File: src/rtl/div_scheduler.sv
// div_scheduler
// Shares one iterative restoring divider between two requesters. The divider
// produces one quotient bit per clock. Results return on a single registered
// response port, tagged with the ID of the requester that issued them.
//
// Handshake (both request ports and the response port): a transfer happens on
// a rising edge where valid && ready are both high. A source holds valid and
// its payload stable until that edge. Request readys are combinational from
// the valids and the FSM state. rsp_valid is registered and does not wait on
// rsp_ready.
//
// Ports
//   clk, rst_n           clock, asynchronous active-low reset
//   req{0,1}_valid       requester has an operation
//   req{0,1}_a / _b      dividend / divisor
//   req{0,1}_ready       requester is accepted this cycle
//   rsp_valid/rsp_ready  response handshake
//   rsp_id               requester that issued the operation
//   rsp_q / rsp_r        quotient / remainder
//   rsp_dbz              divisor was zero (q = all ones, r = dividend)
//   dbg_state            FSM state (0 IDLE, 1 DIV, 2 DONE)
module div_scheduler #(
    parameter int WIDTH = 4
) (
    input  logic             clk,
    input  logic             rst_n,
    input  logic             req0_valid,
    input  logic [WIDTH-1:0] req0_a,
    input  logic [WIDTH-1:0] req0_b,
    output logic             req0_ready,
    input  logic             req1_valid,
    input  logic [WIDTH-1:0] req1_a,
    input  logic [WIDTH-1:0] req1_b,
    output logic             req1_ready,
    output logic             rsp_valid,
    input  logic             rsp_ready,
    output logic             rsp_id,
    output logic [WIDTH-1:0] rsp_q,
    output logic [WIDTH-1:0] rsp_r,
    output logic             rsp_dbz,
    output logic [1:0]       dbg_state
);

    typedef enum logic [1:0] {
        IDLE = 2'd0,
        DIV  = 2'd1,
        DONE = 2'd2
    } state_e;

    localparam int CW = (WIDTH > 2) ? $clog2(WIDTH) : 1;
    localparam logic [CW-1:0] LAST_STEP = CW'(WIDTH - 1);

    state_e           state_q, state_d;
    logic             ptr_q, ptr_d;
    logic [CW-1:0]    cnt_q, cnt_d;
    logic [WIDTH-1:0] q_q, q_d;
    logic [WIDTH-1:0] r_q, r_d;
    logic [WIDTH-1:0] b_q, b_d;
    logic             id_q, id_d;
    logic             dbz_q, dbz_d;

    // Arbitration and operand selection
    logic             any_valid;
    logic             gnt_id;
    logic [WIDTH-1:0] sel_a;
    logic [WIDTH-1:0] sel_b;

    always_comb begin
        any_valid = req0_valid | req1_valid;
        // With a single valid the grant goes to it; with both, the pointer decides.
        gnt_id    = (req0_valid && req1_valid) ? ptr_q : req1_valid;
        sel_a     = gnt_id ? req1_a : req0_a;
        sel_b     = gnt_id ? req1_b : req0_b;
    end

    // One restoring step: t = {r, q_msb}. When t >= b the difference is
    // below b, so its low WIDTH bits carry the complete remainder.
    logic [WIDTH:0]   step_t;
    logic             step_ge;
    logic [WIDTH-1:0] step_sub;

    always_comb begin
        step_t   = {r_q, q_q[WIDTH-1]};
        step_ge  = (step_t >= {1'b0, b_q});
        step_sub = step_t[WIDTH-1:0] - b_q;
    end

    // State register
    always_ff @(posedge clk or negedge rst_n) begin
        if (!rst_n) begin
            state_q <= IDLE;
            ptr_q   <= 1'b0;
            cnt_q   <= '0;
            q_q     <= '0;
            r_q     <= '0;
            b_q     <= '0;
            id_q    <= 1'b0;
            dbz_q   <= 1'b0;
        end else begin
            state_q <= state_d;
            ptr_q   <= ptr_d;
            cnt_q   <= cnt_d;
            q_q     <= q_d;
            r_q     <= r_d;
            b_q     <= b_d;
            id_q    <= id_d;
            dbz_q   <= dbz_d;
        end
    end

    // Next-state logic
    always_comb begin
        state_d = state_q;
        ptr_d   = ptr_q;
        cnt_d   = cnt_q;
        q_d     = q_q;
        r_d     = r_q;
        b_d     = b_q;
        id_d    = id_q;
        dbz_d   = dbz_q;
        case (state_q)
            IDLE: begin
                if (any_valid) begin
                    id_d = gnt_id;
                    b_d  = sel_b;
                    if (sel_b == '0) begin
                        dbz_d   = 1'b1;
                        q_d     = '1;
                        r_d     = sel_a;
                        state_d = DONE;
                    end else begin
                        dbz_d   = 1'b0;
                        q_d     = sel_a;
                        r_d     = '0;
                        cnt_d   = '0;
                        state_d = DIV;
                    end
                end
            end
            DIV: begin
                q_d   = {q_q[WIDTH-2:0], step_ge};
                r_d   = step_ge ? step_sub : step_t[WIDTH-1:0];
                cnt_d = cnt_q + CW'(1);
                if (cnt_q == LAST_STEP) begin
                    cnt_d   = '0;
                    state_d = DONE;
                end
            end
            DONE: begin
                if (rsp_ready) begin
                    state_d = IDLE;
                    // The requester just served loses the next tie.
                    ptr_d   = ~id_q;
                end
            end
            default: state_d = IDLE;
        endcase
    end

    // Output logic
    always_comb begin
        // Gated by rst_n so the readys hold their reset value while reset is low.
        req0_ready = rst_n && (state_q == IDLE) && any_valid && !gnt_id;
        req1_ready = rst_n && (state_q == IDLE) && any_valid &&  gnt_id;
        rsp_valid  = (state_q == DONE);
        rsp_id     = id_q;
        rsp_q      = q_q;
        rsp_r      = r_q;
        rsp_dbz    = dbz_q;
        dbg_state  = state_q;
    end

endmodule

File: config.mk
export PLATFORM = sky130hd
export DESIGN_NAME = div_scheduler
export DESIGN_NICKNAME = d
export VERILOG_FILES = /design/src/rtl/div_scheduler.sv
export SDC_FILE = /design/constraint.sdc
export NUM_CORES = 1
export LEC_CHECK = 0
export CAP_MARGIN = 20
export CORE_MARGIN = 1
export CORE_UTILIZATION = 48
export CTS_BUF_LIST = sky130_fd_sc_hd__clkbuf_8
export CTS_CLUSTER_SIZE = 30
export DETAILED_ROUTE_END_ITERATION = 6
export HOLD_SLACK_MARGIN = 0.1
export PLACE_DENSITY = 0.89
export RECOVER_POWER = 100
export SKIP_LAST_GASP = 1
export SYNTH_ARGS = -nofsm -noshare
export SYNTH_HDL_FRONTEND = slang
export SYNTH_SLANG_ARGS = --single-unit
File: constraint.sdc
create_clock -name clk -period 1.8 [get_ports clk]
set_input_delay 0.36 -clock clk [delete_from_list [all_inputs] [get_ports clk]]
set_output_delay 0.36 -clock clk [all_outputs]
set_load 0.005 [all_outputs]
After elaboration in Yosys (flattened, before gate mapping)
Index checks and enable logic that the tools add are counted.
{ "totals": {"regBits": 19, "latch_bits": 0, "mem_bits_rw": 0, "romBits": 0, "input_bits": 21, "out_inout_bits": 15, "word_cells": 54, "mem_count": 0} }
{ "classes": {"n_addsub": 2, "multipliers": 0, "n_div": 0, "n_lt_le_gt_ge": 1, "eq_ne": 7, "shift": 0, "mux": 20, "bitwise_logic": 2, "reduce_logical": 14} }
{ "ops": {"columns": ["operator", "count"], "rows": [
  ["4-bit 2-to-1 mux", 7],
  ["4-bit case mux with 2 select lines", 2],
  ["2-bit 2-to-1 mux", 7],
  ["2-bit inequality test, second input constant", 3],
  ["2-bit case mux with 3 select lines", 1],
  ["2-bit AND reduction", 3],
  ["3-bit AND reduction", 2],
  ["5-bit by 4-bit >= comparator with 1-bit output", 1],
  ["1-bit logical AND", 5],
  ["2-bit == test, second input constant", 2],
  ["4-bit logical NOT", 1],
  ["2-bit case mux with 2 select lines", 1],
  ["4-bit subtractor", 1],
  ["2-bit by 1-bit adder with 2-bit output, second input constant", 1],
  ["2-bit by 1-bit == test with 1-bit output, second input constant", 1],
  ["2-bit logical NOT", 1],
  ["1-bit 2-to-1 mux", 2],
  ["2-bit by 1-bit inequality test with 1-bit output, second input constant", 1],
  ["2-bit nonzero test", 1],
  ["1-bit logical NOT", 1],
  ["1-bit NOT", 1],
  ["1-bit bitwise OR", 1]
]} }

Logic depth before layout (Yosys ltp)
{ "logic_depth": {"word_depth": 7, "mapped_depth": 7, "mapped_depth_nobuf": 7} }

Least setup slack after synthesis
No wires, ideal clock.
{ "synth_path": {"path_type": "reg-to-reg", "startpoint": "reg ptr_q", "endpoint": "reg q_q[3], in the netlist rsp_q[3]", "setup_time_ns": 0.126, "arrival_time_ns": 1.436, "required_ns": 1.674, "slack_ns": 0.238, "stages_incl_launch_ff": 5, "n_path_buf": 0, "synth_period_minus_slack_ns": 1.562, "path_cell_list": "dfrtp_1 o21ai_4 mux2i_2 a31oi_1 a221o_1"} }
{ "synth_via": {"elab_chain_cells": 6, "elab_cells_between_ends": 7, "cone_classes": "mux (6); reduce/logical (1)"} }
{ "synth_rtl": {"columns": ["element", "line", "rtl"], "rows": [
  ["from (decl)", "54", "logic ptr_q, ptr_d;"],
  ["from (signal assigned)", "101", "ptr_q <= ptr_d;"],
  ["1-bit 2-to-1 mux (*)", "71", "gnt_id = (req0_valid && req1_valid) ? ptr_q : req1_valid;"],
  ["4-bit 2-to-1 mux", "73", "sel_b = gnt_id ? req1_b : req0_b;"],
  ["4-bit logical NOT", "126", "if (sel_b == '0) begin"],
  ["4-bit 2-to-1 mux (*)", "126", null],
  ["4-bit 2-to-1 mux (*)", "123", "if (any_valid) begin"],
  ["4-bit case mux with 2 select lines (*)", "121", "case (state_q)"],
  ["to (signal assigned)", "103", "q_q <= q_d;"],
  ["to (decl)", "56", "logic [WIDTH-1:0] q_q, q_d;"]
]} }
Every way passes the cells marked *; elsewhere a longest branch is shown, timed or not. The select of a mux whose other input is x is not followed.
A chain may end at the register's enable or synchronous reset.

Final worst setup path
{ "layout_path": {"startpoint": "reg state_q[0], in the netlist dbg_state[0]", "endpoint": "out req0_ready"} }
{ "layout_via": {"elab_chain_cells": 4} }
{ "layout_rtl": {"columns": ["element", "line", "rtl"], "rows": [
  ["from (decl)", "53", "state_e state_q, state_d;"],
  ["from (signal assigned)", "100", "state_q <= state_d;"],
  ["2-bit logical NOT", "163", "req0_ready = rst_n && (state_q == IDLE) && any_valid && !gnt_id;"],
  ["1-bit logical AND (3 in a row)", "163", null],
  ["to (decl)", "30", "output logic req0_ready,"]
]} }
No other way between the ends.

==> impl_results.rst <==
.. list-table::
   :header-rows: 1

   * - Metric
     - Value
   * - Wire length of the first global-routing pass
     - 5920 um
   * - Core Area
     - 0.00223 mm2
   * - Share of final-layout standard cells stronger than drive strength 1
     - a little over a fifth
   * - Actual transition at the worst max-transition pin
     - 0.873 ns
   * - Count of inserted antenna diode cells
     - 0
   * - Final routed wire length divided by cell count
     - 19.3 um
   * - Clock buffer count from CTS
     - 3
   * - Post-synthesis cell type with the largest combined area
     - dfrtp_1
   * - I/O pin total
     - 36
   * - Final wirelength
     - 4050 um
   * - Maximum resistive drop on vdd
     - 0.00156 V
   * - Starting Density
     - roughly half
   * - Pin count of the biggest net entering global routing
     - 16
   * - Setup violation total in the final timing report
     - 1
   * - Deepest clock path buffer count
     - 2
   * - Period Utilization, post-route
     - 103%
   * - Clock input transition at the sequential cells of the worst setup and hold paths
     - around 0.070 ns
   * - Hpwl dp
     - around 2600 um
   * - Remaining global-route overflow
     - 0
   * - Area growth from synthesis to layout
     - 54.9%
   * - HP Start
     - req0_b[1]
   * - Count of final hold-check violations
     - 0
   * - H-tree lvl count
     - 1
   * - Register area
     - 475 um2
   * - Max_slew headroom
     - 41.8%
   * - Area after DPL
     - roughly 0.0017 mm2
   * - Clock skew
     - about 0.00085 ns
   * - Count of state elements after synthesis
     - 19
   * - Number of warnings issued by yosys
     - 0
   * - Pleak
     - roughly 0.86 nW
   * - Placer Congestion
     - 0.821
   * - Avg Inst Size Synth
     - 9.41 um2
   * - Worst Hold Slack
     - 0.439 ns
   * - Number of maximum-capacitance violations
     - 0
   * - Post-DRT Antenna Nets
     - 0
   * - Post-synth EDFFs
     - 0
   * - CP required
     - about 1.4 ns
   * - Cell area after layout
     - 0.00179 mm2
   * - Most instantiated flip-flop cell in the synthesis netlist
     - dfrtp_1
   * - Worst setup path category
     - reg -> out
   * - Violated checks
     - setup timing
   * - Full die area
     - between 0.002 and 0.003 mm2
   * - Post-Syn Area
     - 0.00116 mm2
   * - Yosys top cell area share
     - approximately two fifths
   * - Vias per cell
     - 6.24
   * - Initial DRT Pass Iterations
     - 4
   * - Slack of the critical path
     - -0.0571 ns
   * - Critical Path Fanout Max
     - 3
   * - Power consumption
     - 0.00326 W
   * - Net count, final
     - 210
   * - Cell count after synthesis
     - about 120
   * - Fillers
     - 144
   * - Unrepaired setup endpoints after global routing
     - yes
   * - Result of the run
     - finished with violations
   * - Critical Path End Type
     - output port
   * - Sequential share of the synthesized area
     - 41.1%
   * - Cell Pwr Density
     - ~1800 mW/mm2
   * - Hold crit path type
     - in -> reg
   * - Worst skew pair latency
     - about 0.25 ns
   * - Root buffer selected by CTS
     - clkbuf_8
   * - Timing startpoint of the critical path
     - dbg_state[0]$_DFFE_PN0P_
   * - Fraction of synthesis flops using an asynchronous set or reset pin
     - 100%
   * - Sinks on the clock net
     - 19
   * - Clock tree from TritonCTS
     - done
   * - Number of DRC markers after the initial detailed-route iteration
     - 46
   * - Count leader, synth
     - dfrtp_1
   * - Number of unique standard cell types used by synthesis
     - 36
   * - Die height
     - 51.1 um
   * - Place WS
     - -0.492 ns
   * - Slew Limit Fails
     - 0
   * - Total area of multi-input combinational cells
     - roughly 670 um2
   * - Launch instance of the worst register-to-register path
     - ptr_q$_DFFE_PN0P_
   * - Net Count, Synth
     - 150
   * - Top cells by instance count after synthesis
     - dfrtp_1, nand2_1, inv_1, nor2_1
   * - Number of standard-cell rows in the floorplan
     - 17
   * - CP arrival
     - 1.50 ns
   * - Leading cell types by total area after synthesis
     - dfrtp_1, mux2i_1, ha_1, nand2_1, a31oi_1
   * - Die width
     - 51.1 um
   * - Quantity of I/O buffers inserted on ports
     - 35
   * - Summed negative setup slack over all endpoints
     - -0.0571 ns
   * - Via count of the first global-routing pass
     - 1,236
   * - Maximum clock frequency
     - between 0.5 and 0.6 GHz
   * - Critical path launch point type
     - flip-flop
   * - Tmin final
     - 1.86 ns
   * - Total routing resource utilization after global routing
     - 31.8%
   * - Antenna violations before repair
     - 0
   * - DR DRC count
     - 0
   * - Vias after detailed routing
     - 1,311
==> metrics by stage <==
step / util, % / instances
2_1_floorplan: - / 123
3_3_place_gp: 74.7 / 201
3_5_place_dp: 74.7 / 201
4_1_cts: 77.8 / 207
5_1_grt: 80.3 / 210
6_report: 80.3 / 210
==> layer usage <==
layer | wire length (um) | GRT usage (%) | vias up
met5 | 0 | 0 | -
met4 | 167 | 16.7 | 0
met3 | 288 | 4.17 | 24
met2 | 2140 | 57.0 | 89
met1 | 1450 | 36.3 | 623
li1 | - | - | 575
==> path summary, 6_finish.rpt <==
check | to | slack, ns | depth (start not counted)
worst min register to register | rsp_dbz$_DFFE_PN0P_ | 0.50 | 1
min in group asynchronous | rsp_id$_DFFE_PN0P_ | 0.51 | 2
worst max register to register | rsp_q[3]$_DFFE_PN0P_ | 0.06 | 6
worst min-delay path | b_q[1]$_DFFE_PN0P_ | 0.44 | 3
max in group asynchronous | cnt_q[1]$_DFFE_PN0P_ | 0.47 | 2
worst max-delay path | req0_ready | -0.06 | 5
==> state kept, by name, indices dropped and copies added, names as in the netlist <==
register,cells
b_q,4
rsp_q,4
rsp_r,4
cnt_q,2
dbg_state,2
ptr_q,1
rsp_dbz,1
rsp_id,1
==> logic make-up (layout without fill, tap and decap cells) <==
kind of cell	Yosys count	after routing	synth area share, %
AOI/OAI and AO/OA	40	40	24.8
and+or+nand+nor	36	36	14.3
DFF	19	19	41.1
buffers and inverters	13	72	4.76
muxes	8	8	7.24
adders and majority gates	6	6	7.14
xor gates and xnor gates	1	1	0.757
==> area by class of cell <==
cell class	instances	area share (%)
multi-input combinational	91	37.3
timing repair buffer	60	30.0
sequential	19	26.5
clock buffer	3	2.30
tap	28	1.95
inverter	8	1.67
clock inverter	1	0.209
==> critical path, stage by stage (launching register included) <==
cell and delay, ns:
dfrtp_1 0.44, nor3_2 0.07, or2_1 0.26, nor2_2 0.18, and3_4 0.21, buf_6 0.09
==> placed cells by master, fill, tap and decap left out, drive strengths merged, types with 2 or more instances in the layout <==
| cell | Yosys | final |
|---|---|---|
| clkdlybuf4s50 | 0 | 27 |
| buf | 3 | 26 |
| dfrtp | 19 | 19 |
| nand2 | 15 | 15 |
| inv | 8 | 9 |
| mux2i | 8 | 8 |
| nor2 | 8 | 8 |
| o21ai | 8 | 8 |
| a31oi | 7 | 7 |
| a21oi | 5 | 5 |
| a21o | 5 | 5 |
| ha | 5 | 5 |
| clkbuf | 2 | 4 |
| a221o | 3 | 3 |
| dlygate4sd2 | 0 | 3 |
| dlymetal6s2s | 0 | 3 |
| nor4 | 3 | 3 |
| o21a | 2 | 2 |
| nand3 | 2 | 2 |
| o31ai | 2 | 2 |
| nor3 | 2 | 2 |
| nor2b | 2 | 2 |
| a22o | 2 | 2 |
==> timing repair <==
item                       CTS  global route
buffers inserted             2             3
cloned                       0             0
pin swaps                    1             6
setup endpoints to repair   11            11
resized for setup           13            13
hold buffers                 0             0
==> power by group <==
group          internal, W  switching, W  total, W  leakage (nW)
Sequential        0.000651      0.000174  0.000825         0.228
Clock             0.000151      0.000140  0.000291        0.0269
Combinational      0.00110       0.00104   0.00214         0.605
Total              0.00190       0.00135   0.00326         0.860
Note: power is estimated with default switching activity, not from simulation.
